===== config.mk =====
export PLATFORM = sky130hd
export DESIGN_NAME = uart_tx_periph
export DESIGN_NICKNAME = d
export VERILOG_FILES = /design/src/rtl/uart_periph_pkg.sv /design/src/rtl/uart_tx_fifo.sv /design/src/rtl/uart_tx_periph.sv
export SDC_FILE = /design/constraint.sdc
export NUM_CORES = 1
export LEC_CHECK = 0
export CORE_MARGIN = 4
export CORE_UTILIZATION = 51
export DETAILED_ROUTE_END_ITERATION = 6
export PLACE_DENSITY = 0.89
export SLEW_MARGIN = 20
export SYNTH_ARGS = -nofsm -noshare
export SYNTH_HDL_FRONTEND = slang
export SYNTH_HIERARCHICAL = 1
export SYNTH_SLANG_ARGS = --single-unit
export TNS_END_PERCENT = 1

===== constraint.sdc =====
create_clock -name clk -period 3.87 [get_ports clk]
set_input_delay 0.387 -clock clk [delete_from_list [all_inputs] [get_ports clk]]
set_output_delay 0.387 -clock clk [all_outputs]
set_load 0.005 [all_outputs]

===== src/rtl/uart_periph_pkg.sv =====
// Shared definitions for the memory-mapped UART transmitter: register map,
// STATUS bit positions and the serialiser state encoding.
package uart_periph_pkg;

  localparam logic [11:0] UART_TXDATA  = 12'h000;
  localparam logic [11:0] UART_STATUS  = 12'h004;
  localparam logic [11:0] UART_BAUDDIV = 12'h008;

  localparam int STATUS_BUSY  = 0;
  localparam int STATUS_FULL  = 1;
  localparam int STATUS_EMPTY = 2;
  localparam int STATUS_LEVEL = 8;

  typedef enum logic [1:0] {
    TX_IDLE,
    TX_START,
    TX_DATA,
    TX_STOP
  } tx_state_e;

endpackage


===== src/rtl/uart_tx_fifo.sv =====
// Synchronous FIFO with head-of-queue read data and an occupancy counter.
// Depth must be a power of two so the pointers wrap naturally.
module uart_tx_fifo #(
  parameter int DEPTH = 16,
  parameter int WIDTH = 8,
  localparam int AW = $clog2(DEPTH),
  localparam int LW = AW + 1
) (
  input  logic             clk,
  input  logic             rst,
  input  logic             push,
  input  logic [WIDTH-1:0] din,
  input  logic             pop,
  output logic [WIDTH-1:0] dout,
  output logic             full,
  output logic             empty,
  output logic [LW-1:0]    level
);

  logic [WIDTH-1:0] mem [DEPTH];
  logic [AW-1:0]    wr_ptr;
  logic [AW-1:0]    rd_ptr;
  logic             do_push;
  logic             do_pop;

  assign full    = (level == LW'(DEPTH));
  assign empty   = (level == '0);
  assign do_push = push & ~full;
  assign do_pop  = pop & ~empty;
  assign dout    = mem[rd_ptr];

  always_ff @(posedge clk) begin
    if (do_push) mem[wr_ptr] <= din;
  end

  always_ff @(posedge clk) begin
    if (rst) begin
      wr_ptr <= '0;
      rd_ptr <= '0;
      level  <= '0;
    end else begin
      if (do_push) wr_ptr <= wr_ptr + AW'(1);
      if (do_pop)  rd_ptr <= rd_ptr + AW'(1);
      case ({do_push, do_pop})
        2'b10:   level <= level + LW'(1);
        2'b01:   level <= level - LW'(1);
        default: level <= level;
      endcase
    end
  end

endmodule


===== src/rtl/uart_tx_periph.sv =====
// Memory-mapped 8N1 UART transmitter on the core data port: bus decode,
// one-cycle response register, TX FIFO and the bit serialiser FSM.
module uart_tx_periph
  import uart_periph_pkg::*;
#(
  parameter logic [31:0] BASE_ADDR   = 32'h9200_0000,
  parameter int          FIFO_DEPTH  = 16,
  parameter logic [15:0] DEFAULT_DIV = 16'd868
) (
  input  logic        clk,
  input  logic        rst,
  input  logic [31:0] mem_d_addr_i,
  input  logic [31:0] mem_d_data_wr_i,
  input  logic        mem_d_rd_i,
  input  logic [3:0]  mem_d_wr_i,
  input  logic [10:0] mem_d_req_tag_i,
  output logic        mem_d_accept_o,
  output logic        mem_d_ack_o,
  output logic        mem_d_error_o,
  output logic [10:0] mem_d_resp_tag_o,
  output logic [31:0] mem_d_data_rd_o,
  output logic        uart_tx_o
);

  localparam int LW = $clog2(FIFO_DEPTH) + 1;

  // Handshake: a request is taken on a clock edge where accept is high; the core
  // holds it otherwise. Each taken request gets exactly one ack on the next cycle.
  logic [11:0]   offset;
  logic          win_hit;
  logic          is_wr;
  logic          hit;
  logic          wr_txdata;
  logic          wr_baud;
  logic          push;
  logic          pop;
  logic          bad_off;
  logic [31:0]   rd_word;
  logic [31:0]   status_word;
  logic [15:0]   baud_div;
  logic [15:0]   baud_next;
  logic          fifo_full;
  logic          fifo_empty;
  logic [LW-1:0] fifo_level;
  logic [7:0]    fifo_dout;

  tx_state_e     state;
  logic [15:0]   cnt;
  logic [15:0]   div_q;
  logic [7:0]    shreg;
  logic [2:0]    bit_idx;
  logic          tx_q;
  logic          unused_bits;

  assign unused_bits = ^{mem_d_data_wr_i[31:16], mem_d_wr_i[3:2]};

  assign offset    = mem_d_addr_i[11:0];
  assign win_hit   = (mem_d_addr_i[31:12] == BASE_ADDR[31:12]);
  assign is_wr     = |mem_d_wr_i;
  assign hit       = (mem_d_rd_i | is_wr) & win_hit;
  assign wr_txdata = is_wr & (offset == UART_TXDATA);
  assign mem_d_accept_o = hit & ~(wr_txdata & fifo_full);
  assign push      = mem_d_accept_o & wr_txdata & mem_d_wr_i[0];
  assign wr_baud   = mem_d_accept_o & is_wr & (offset == UART_BAUDDIV);

  always_comb begin
    baud_next = baud_div;
    if (mem_d_wr_i[0]) baud_next[7:0]  = mem_d_data_wr_i[7:0];
    if (mem_d_wr_i[1]) baud_next[15:8] = mem_d_data_wr_i[15:8];
    if (baud_next == 16'd0) baud_next = 16'd1;
  end

  always_comb begin
    status_word = '0;
    status_word[STATUS_BUSY]  = (state != TX_IDLE);
    status_word[STATUS_FULL]  = fifo_full;
    status_word[STATUS_EMPTY] = fifo_empty;
    status_word[STATUS_LEVEL +: LW] = fifo_level;
  end

  always_comb begin
    rd_word = '0;
    bad_off = 1'b0;
    case (offset)
      UART_TXDATA:  rd_word = '0;
      UART_STATUS:  rd_word = status_word;
      UART_BAUDDIV: rd_word = {16'h0000, baud_div};
      default:      bad_off = 1'b1;
    endcase
    if (is_wr) rd_word = '0;
  end

  always_ff @(posedge clk) begin
    if (rst) begin
      mem_d_ack_o      <= 1'b0;
      mem_d_error_o    <= 1'b0;
      mem_d_resp_tag_o <= '0;
      mem_d_data_rd_o  <= '0;
      baud_div         <= DEFAULT_DIV;
    end else begin
      mem_d_ack_o <= mem_d_accept_o;
      if (mem_d_accept_o) begin
        mem_d_error_o    <= bad_off;
        mem_d_resp_tag_o <= mem_d_req_tag_i;
        mem_d_data_rd_o  <= bad_off ? 32'h0 : rd_word;
      end else begin
        mem_d_error_o    <= 1'b0;
        mem_d_data_rd_o  <= '0;
      end
      if (wr_baud) baud_div <= baud_next;
    end
  end

  uart_tx_fifo #(
    .DEPTH (FIFO_DEPTH),
    .WIDTH (8)
  ) u_fifo (
    .clk   (clk),
    .rst   (rst),
    .push  (push),
    .din   (mem_d_data_wr_i[7:0]),
    .pop   (pop),
    .dout  (fifo_dout),
    .full  (fifo_full),
    .empty (fifo_empty),
    .level (fifo_level)
  );

  // A frame is started from IDLE or straight out of the last STOP cycle, so
  // back-to-back bytes leave no idle gap on the line.
  assign pop = ~fifo_empty &
               ((state == TX_IDLE) | ((state == TX_STOP) & (cnt == 16'd0)));

  always_ff @(posedge clk) begin
    if (rst) begin
      state   <= TX_IDLE;
      tx_q    <= 1'b1;
      cnt     <= '0;
      div_q   <= 16'd1;
      shreg   <= '0;
      bit_idx <= '0;
    end else begin
      case (state)
        TX_IDLE: begin
          tx_q <= 1'b1;
          if (!fifo_empty) begin
            shreg <= fifo_dout;
            div_q <= baud_div;
            cnt   <= baud_div - 16'd1;
            tx_q  <= 1'b0;
            state <= TX_START;
          end
        end
        TX_START: begin
          if (cnt == 16'd0) begin
            tx_q    <= shreg[0];
            cnt     <= div_q - 16'd1;
            bit_idx <= '0;
            state   <= TX_DATA;
          end else begin
            cnt <= cnt - 16'd1;
          end
        end
        TX_DATA: begin
          if (cnt == 16'd0) begin
            cnt <= div_q - 16'd1;
            if (bit_idx == 3'd7) begin
              tx_q  <= 1'b1;
              state <= TX_STOP;
            end else begin
              bit_idx <= bit_idx + 3'd1;
              shreg   <= shreg >> 1;
              tx_q    <= shreg[1];
            end
          end else begin
            cnt <= cnt - 16'd1;
          end
        end
        TX_STOP: begin
          if (cnt == 16'd0) begin
            if (!fifo_empty) begin
              shreg <= fifo_dout;
              div_q <= baud_div;
              cnt   <= baud_div - 16'd1;
              tx_q  <= 1'b0;
              state <= TX_START;
            end else begin
              state <= TX_IDLE;
            end
          end else begin
            cnt <= cnt - 16'd1;
          end
        end
        default: begin
          tx_q  <= 1'b1;
          state <= TX_IDLE;
        end
      endcase
    end
  end

  assign uart_tx_o = tx_q;

endmodule


* After elaboration in Yosys (flattened, before gate mapping) *
Memory sizes are Yosys's and may differ from the RTL's. A register that Yosys moved wholly into a read port is not among the register bits.
Cells that the tools add are included.

word-level totals
  bits in read-only memories = 0
  output and inout port bits = 47
  flip-flop bits (word level) = 120
  memories kept = 1
  latch bits = 0
  input port bits = 82
  memory bits (writable) = 128

memory list
  memory      depth  bits a word  rd ports  clocked after Yosys merged registers in  write ports  line                text
  u_fifo.mem  16     8            1         1                                        1            uart_tx_fifo.sv:20  logic [WIDTH-1:0] mem [DEPTH];

operators by class
  add/sub/neg operators = 8
  mux-type cells = 40
  reduce and logical (&&, ||, !) cells = 20
  divide/modulo/power cells = 0
  shift-type cells = 0
  bitwise logic cells = 19
  $lt $le $gt $ge = 0
  equal/unequal tests = 17
  multiply operators = 0

operators by type and width
  cell                                                 number
  2-to-1 mux 16 bit                                    6
  one-hot mux 16 bit (2 select lines)                  2
  2-to-1 mux 8 bit                                     6
  one-hot mux 16 bit (3 select lines)                  1
  subtractor 16 x 1 -> 16 bit (second input constant)  3
  logical NOT 16 bit                                   2
  one-hot mux 8 bit (3 select lines)                   1
  == test 20 bit (second input constant)               1
  AND 1 bit                                            12
  == test 12 x 3 -> 1 bit (second input constant)      1
  == test 12 x 4 -> 1 bit (second input constant)      1
  logical NOT 12 bit                                   1
  != test 2 bit (second input constant)                6
  AND reduction 4 bit                                  3
  2-to-1 mux 1 bit                                     10
  2-to-1 mux 2 bit                                     5
  one-hot mux 5 bit (2 select lines)                   1
  2-to-1 mux 3 bit                                     3
  adder 4 x 1 -> 4 bit (second input constant)         2
  2-to-1 mux 4 bit                                     2
  one-hot mux 2 bit (4 select lines)                   1
  nonzero test 2 bit                                   4
  OR reduction 7 bit                                   1
  == test 2 bit (second input constant)                3
  19 further kinds                                     26

* Longest topological paths before layout *
  depth in word-level cells = 10
  depth in mapped cells = 17

* Hierarchy *
The synthesis kept the hierarchy.

by module, submodules not included
  module          instances  cells an instance  area an instance (um^2)
  uart_tx_fifo    1          305                5,974.5
  uart_tx_periph  1          571                4,916.0

* Worst setup path after synthesis *
OpenSTA, ideal clock, no wires.

  kind = input-to-reg
  from = in mem_d_wr_i[0]
  to = reg u_fifo.level[2]
  data arrival time = 3.769 ns
  slack = 0.030 ns
  cell stages on the path = 15
  setup time = 0.071 ns
  path through = buf_2 or4_4 and2_1 a21boi_2 buf_4 and3_1 o21a_4 clkinv_2 ha_1 clkbuf_1 xor2_1 ha_1 o21a_1 or4_1 a21oi_1

between the ends
  longest elaborated chain between the ends = 10
  elaborated cells between the ends (all ways) = 14
  classes of those cells = eq/ne: 2; mux: 1; bitwise: 9; reduce/logical: 2

ends and longest elaborated chain
  item                                                                      line                  text
  start: declaration                                                        uart_tx_periph.sv:15  input logic [3:0] mem_d_wr_i,
  OR reduction 4 bit (*)                                                    uart_tx_periph.sv:59  assign is_wr = |mem_d_wr_i;
  AND 1 bit                                                                 uart_tx_periph.sv:61  assign wr_txdata = is_wr & (offset == UART_TXDATA);
  AND 1 bit                                                                 uart_tx_periph.sv:62  assign mem_d_accept_o = hit & ~(wr_txdata & fifo_full);
  NOT 1 bit                                                                 uart_tx_periph.sv:62
  AND 1 bit (*)                                                             uart_tx_periph.sv:62
  via mem_d_accept_o                                                        uart_tx_periph.sv:17  output logic mem_d_accept_o,
  AND 1 bit (*) (2 in series)                                               uart_tx_periph.sv:63  assign push = mem_d_accept_o & wr_txdata & mem_d_wr_i[0];
  via push                                                                  uart_tx_periph.sv:35  logic push;
  AND 1 bit (*)                                                             uart_tx_fifo.sv:28    assign do_push = push & ~full;
  == test 2 x 1 -> 1 bit or == test 2 bit (tied branches)                   uart_tx_fifo.sv:44    case ({do_push, do_pop})
  one-hot mux 5 bit (2 select lines) or nonzero test 2 bit (tied branches)  -
  end signal: assignment                                                    uart_tx_fifo.sv:45    2'b10: level <= level + LW'(1);
  end signal: assignment                                                    uart_tx_fifo.sv:46    2'b01: level <= level - LW'(1);
  end signal: assignment                                                    uart_tx_fifo.sv:47    default: level <= level;
  end: declaration                                                          uart_tx_fifo.sv:17    output logic [LW-1:0] level

The timed path passes the listed nets; every way through them passes the cells marked *.
A chain may end at the register's enable or synchronous reset.

* Final worst setup path *
  from = reg cnt[9]
  to = reg u_fifo.level[2]

between the ends
  longest elaborated chain between the ends = 7
  elaborated cells between the ends (all ways) = 9
  classes of those cells = eq/ne: 2; mux: 1; bitwise: 4; reduce/logical: 2

ends and longest elaborated chain
  item                                                                      line                   text
  start: declaration                                                        uart_tx_periph.sv:48   logic [15:0] cnt;
  start signal: assignment                                                  uart_tx_periph.sv:149  cnt <= baud_div - 16'd1;
  start signal: assignment                                                  uart_tx_periph.sv:157  cnt <= div_q - 16'd1;
  start signal: assignment                                                  uart_tx_periph.sv:161  cnt <= cnt - 16'd1;
  logical NOT 16 bit (*)                                                    uart_tx_periph.sv:132  ((state == TX_IDLE) | ((state == TX_STOP) & (cnt == 16'd0)));
  AND 1 bit (*)                                                             uart_tx_periph.sv:132
  bitwise OR 1 bit (*)                                                      uart_tx_periph.sv:132
  AND 1 bit (*)                                                             uart_tx_periph.sv:131  assign pop = ~fifo_empty &
  via pop                                                                   uart_tx_periph.sv:36   logic pop;
  AND 1 bit (*)                                                             uart_tx_fifo.sv:29     assign do_pop = pop & ~empty;
  via u_fifo.do_pop                                                         uart_tx_fifo.sv:24     logic do_pop;
  == test 2 x 1 -> 1 bit or == test 2 bit (tied branches)                   uart_tx_fifo.sv:44
  one-hot mux 5 bit (2 select lines) or nonzero test 2 bit (tied branches)  -

Marked as above.

==> out/qor.csv <==
stage,metric,value,unit
synthesis,area share of xor/xnor cells in the synthesized design,3.54,%
outcome,outcome,"complete, no violations",
layout,Layout Area Growth over Synthesis,18.9,%
routing,DR WL/cell,20.7,um
layout,area of all placed cells without fillers,13000,um^2
synthesis,fraction of the mapped netlist area in compound gates,8.05,%
power,clock group share of total power,32.6,%
cts,number of cells upsized or downsized after cts,0,
timing,slew at the pin closest to its max-slew limit,1.00,ns
run,max cap viols,0,
timing,maximum clock skew at final layout,0.0214,ns
power,cell-internal power,4.85,mW
placed_design,Area after DPL,12200,um^2
floorplan,total die area,23800,um^2
layout,antenna diode instance count,0,
setup_path,start-to-end type of the worst setup path,register to register,
power,leakage power,4.58,nW
synthesis,average size of a mapped cell,12.4,um^2
synthesis,total standard cell area after synthesis,10900,um^2
power,part of the total power dissipated in sequential elements,41.7,%
cts,H-tree levels,1,
worst_hold_path,worst hold path class,input pin to register,
floorplan,starting density of the core,51.8,%
floorplan,core area,21000,um^2
cts,number of buffers between clock root and the deepest sink,3,
timing,total negative slack for setup checks,0,ns
floorplan,top-level port count,129,
floorplan,Horiz. Die Dim,154,um
timing,Final period util,91.0,%
synthesis,sequential-to-total area share from yosys stat,55.1,%
setup_path,arrival time reported for the critical path endpoint,3.97,ns
global_route,pin count of the biggest net entering global routing,58,
synthesis,Most used DFF post-synth,edfxtp_1,
synthesis,simple-gate portion of the synthesized area,13.1,%
global_route,global-route wire length before repair,41700,um
cts,hold bufs inserted after CTS,0,
routing,number of vias in the routed layout,7592,
synthesis,proportion of synthesized area in mux cells,13.8,%
routing,Avg Vias per Cell,5.93,
power,switching share of power,29.9,%
timing,"Min Clock Period, post-route",3.52,ns
synthesis,top cell type's share of synthesized area,35.3,%
setup_path,startpoint type of the worst setup path,register,
cts,number of setup buffers added after CTS,0,
synthesis,Post-synth EDFFs,128,
cts,clk_lat worst skew,0.53,ns
cts,number of sinks on the clock net,236,
timing,"Hold Vio Cnt, Final",0,
timing,final worst hold slack,0.312,ns
routing,Starting DRT DRC Count,675,
cts,clock-pin transition on the worst setup and hold timing paths,0.06,ns
synthesis,warning count from the yosys run,6,
power,combinational fraction of design power,25.6,%
floorplan,number of standard-cell rows in the floorplan,53,
synthesis,adder-cell area share of the yosys netlist,2.18,%
power,Psw,2.07,mW
setup_path,critical path data required time,4.32,ns
setup_path,CP Max Fanout,6,
routing,drt total wl,26500,um
synthesis,async set or reset register ratio after synthesis,0,%
timing,highest clock rate,0.284,GHz
global_route,initial antenna violation count,1,
timing,RSZ-0062 raised after global routing,false,
power,Worst IR Drop VDD,0.429,mV
layout,"Net count, final",1089,
power,Power Density,534,nW/um^2
global_route,via count of the first global-routing pass,7463,
routing,number of nets still failing antenna checks after routing,0,
timing,Setup Viol. Count Final,0,
layout,final cell utilization of the core,61.6,%
routing,detailed-route DRC error count,0,
global_route,GR Util All Layers,21.8,%
global_route,residual overflow from global routing,0,
timing,worst-case headroom to the max-slew limit,33.1,%
synthesis,post-synthesis register bit count,236,
cts,clock tree from TritonCTS,done,
synthesis,Unique masters post-synth,72,
routing,number of iterations in the first detailed-routing pass,7,
placed_design,DP Wirelength,17700,um
floorplan,Die Y,154,um
setup_path,Critical Path End Type,register,
placed_design,routability-driven placement congestion ratio,0.795,
synthesis,cells taking the most area after synthesis,"edfxtp_1 35%, dfxtp_1 20%, mux4_1 6.8%",
timing,final count of pins violating max slew,0,
cts,CTS root buffer,clkbuf_16,
cts,Num CTS Buffers,24,
synthesis,most area-hungry cell type in the Yosys netlist,edfxtp_1,
placed_design,Port Buffer Count,96,
layout,fraction of final layout cells with drive strength greater than 1,10.7,%
synthesis,dominant combinational cell family by area after synthesis,multiplexers,
synthesis,gate count of the mapped netlist,876,
power groups by stage:
stage	Sequential [mW]	Combinational, mW	Clock (mW)
floorplan	2.90	1.41	0
global placement	2.93	1.68	0
CTS	2.88	1.76	2.28
detailed placement	2.94	1.74	0
global route	2.91	1.94	2.40
finish	2.89	1.77	2.26
cell families after synthesis:
| family | count (synthesis) |
|---|---|
| xor gates and xnor gates | 44 |
| AOI/OAI and AO/OA | 118 |
| adders and majority gates | 19 |
| muxes | 90 |
| and+or+nand+nor | 282 |
| buffers and inverters | 86 |
| other | 1 |
| DFF | 236 |
sequential cells by signal, summed over array words and instances (netlist names), 2 cells and up, named ones only:
register,cells
cnt,16
mem_d_data_rd_o,16
u_fifo/level,5
div_q,16
baud_div,16
u_fifo/mem,128
u_fifo/rd_ptr,4
state,2
mem_d_resp_tag_o,11
u_fifo/wr_ptr,4
bit_idx,3
shreg,8
critical path: stages (launching register included):
cell and delay (ns):
dfxtp_1 0.37, or4_4 0.58, and4bb_4 0.39, nand3_1 0.23, a21oi_1 0.23, buf_4 0.17
o21ai_4 0.09, inv_1 0.09, ha_1 0.18, xor2_1 0.16, ha_1 0.21, nor3_1 0.09
or4_1 0.49, a21oi_1 0.16
layout make-up:
class	instances	area, um^2
Inverter	20	76.3
Multi-Input combinational cell	569	4500
Tap cell	275	344
Clock buffer	31	648
Fill cell	1468	8070
Timing Repair Buffer	137	1260
Sequential cell	236	6010
Clock inverter	13	116
Yosys cell counts (all sizes together) (10+ instances only):
master	number
nand3	12
mux4	40
a21oi	20
xnor2	25
and2	12
o211ai	11
xor2	19
clkbuf	29
dfxtp	108
mux2i	50
buf	37
nand2	46
edfxtp	128
o21ai	18
a22oi	11
inv	19
nand2b	10
ha	19
nor3	26
nor2	110
nor4	18
cells in the final DEF, fill, tap and decap left out, types with 8 or more instances in the layout:
cell,instances
a211oi_1,9
a21oi_1,20
a22oi_1,11
and2_1,11
buf_4,41
clkbuf_16,25
clkdlybuf4s50_1,95
conb_1,16
dfxtp_1,108
edfxtp_1,128
ha_1,19
inv_1,19
mux2i_1,50
mux4_1,28
mux4_2,12
nand2_1,46
nand2b_1,10
nand3_1,11
nor2_1,107
nor3_1,26
nor4_1,18
o211ai_1,9
o21ai_0,17
o221ai_1,8
xnor2_1,25
xor2_1,19
stage by stage:
stage,power (mW),setup WS (ns),instances
2_1_floorplan,4.31,0.0301,891
3_3_place_gp,4.61,0.159,1237
3_5_place_dp,4.67,0.106,1237
4_1_cts,6.92,0.422,1281
5_1_grt,7.24,0.183,1281
6_report,6.92,0.347,1281
final timing paths:
check	start	slack, ns	endpoint	depth (start not counted)
setup reg to reg	cnt[9]	0.35	u_fifo/level[2]	13
hold reg to reg	bit_idx[2]	0.46	bit_idx[2]	2
setup / recovery	cnt[9]	0.35	u_fifo/level[2]	13
hold / removal	rst	0.31	div_q[3]	2
layer usage:
layer	vias up	track usage, %	routed length [um]
met3	64	3.52	1860
met2	356	38.4	13700
met4	2	5.80	618
met5	-	0	12
li1	3490	-	-
met1	3680	28.1	10300
Note: power is estimated with default switching activity, not from simulation.
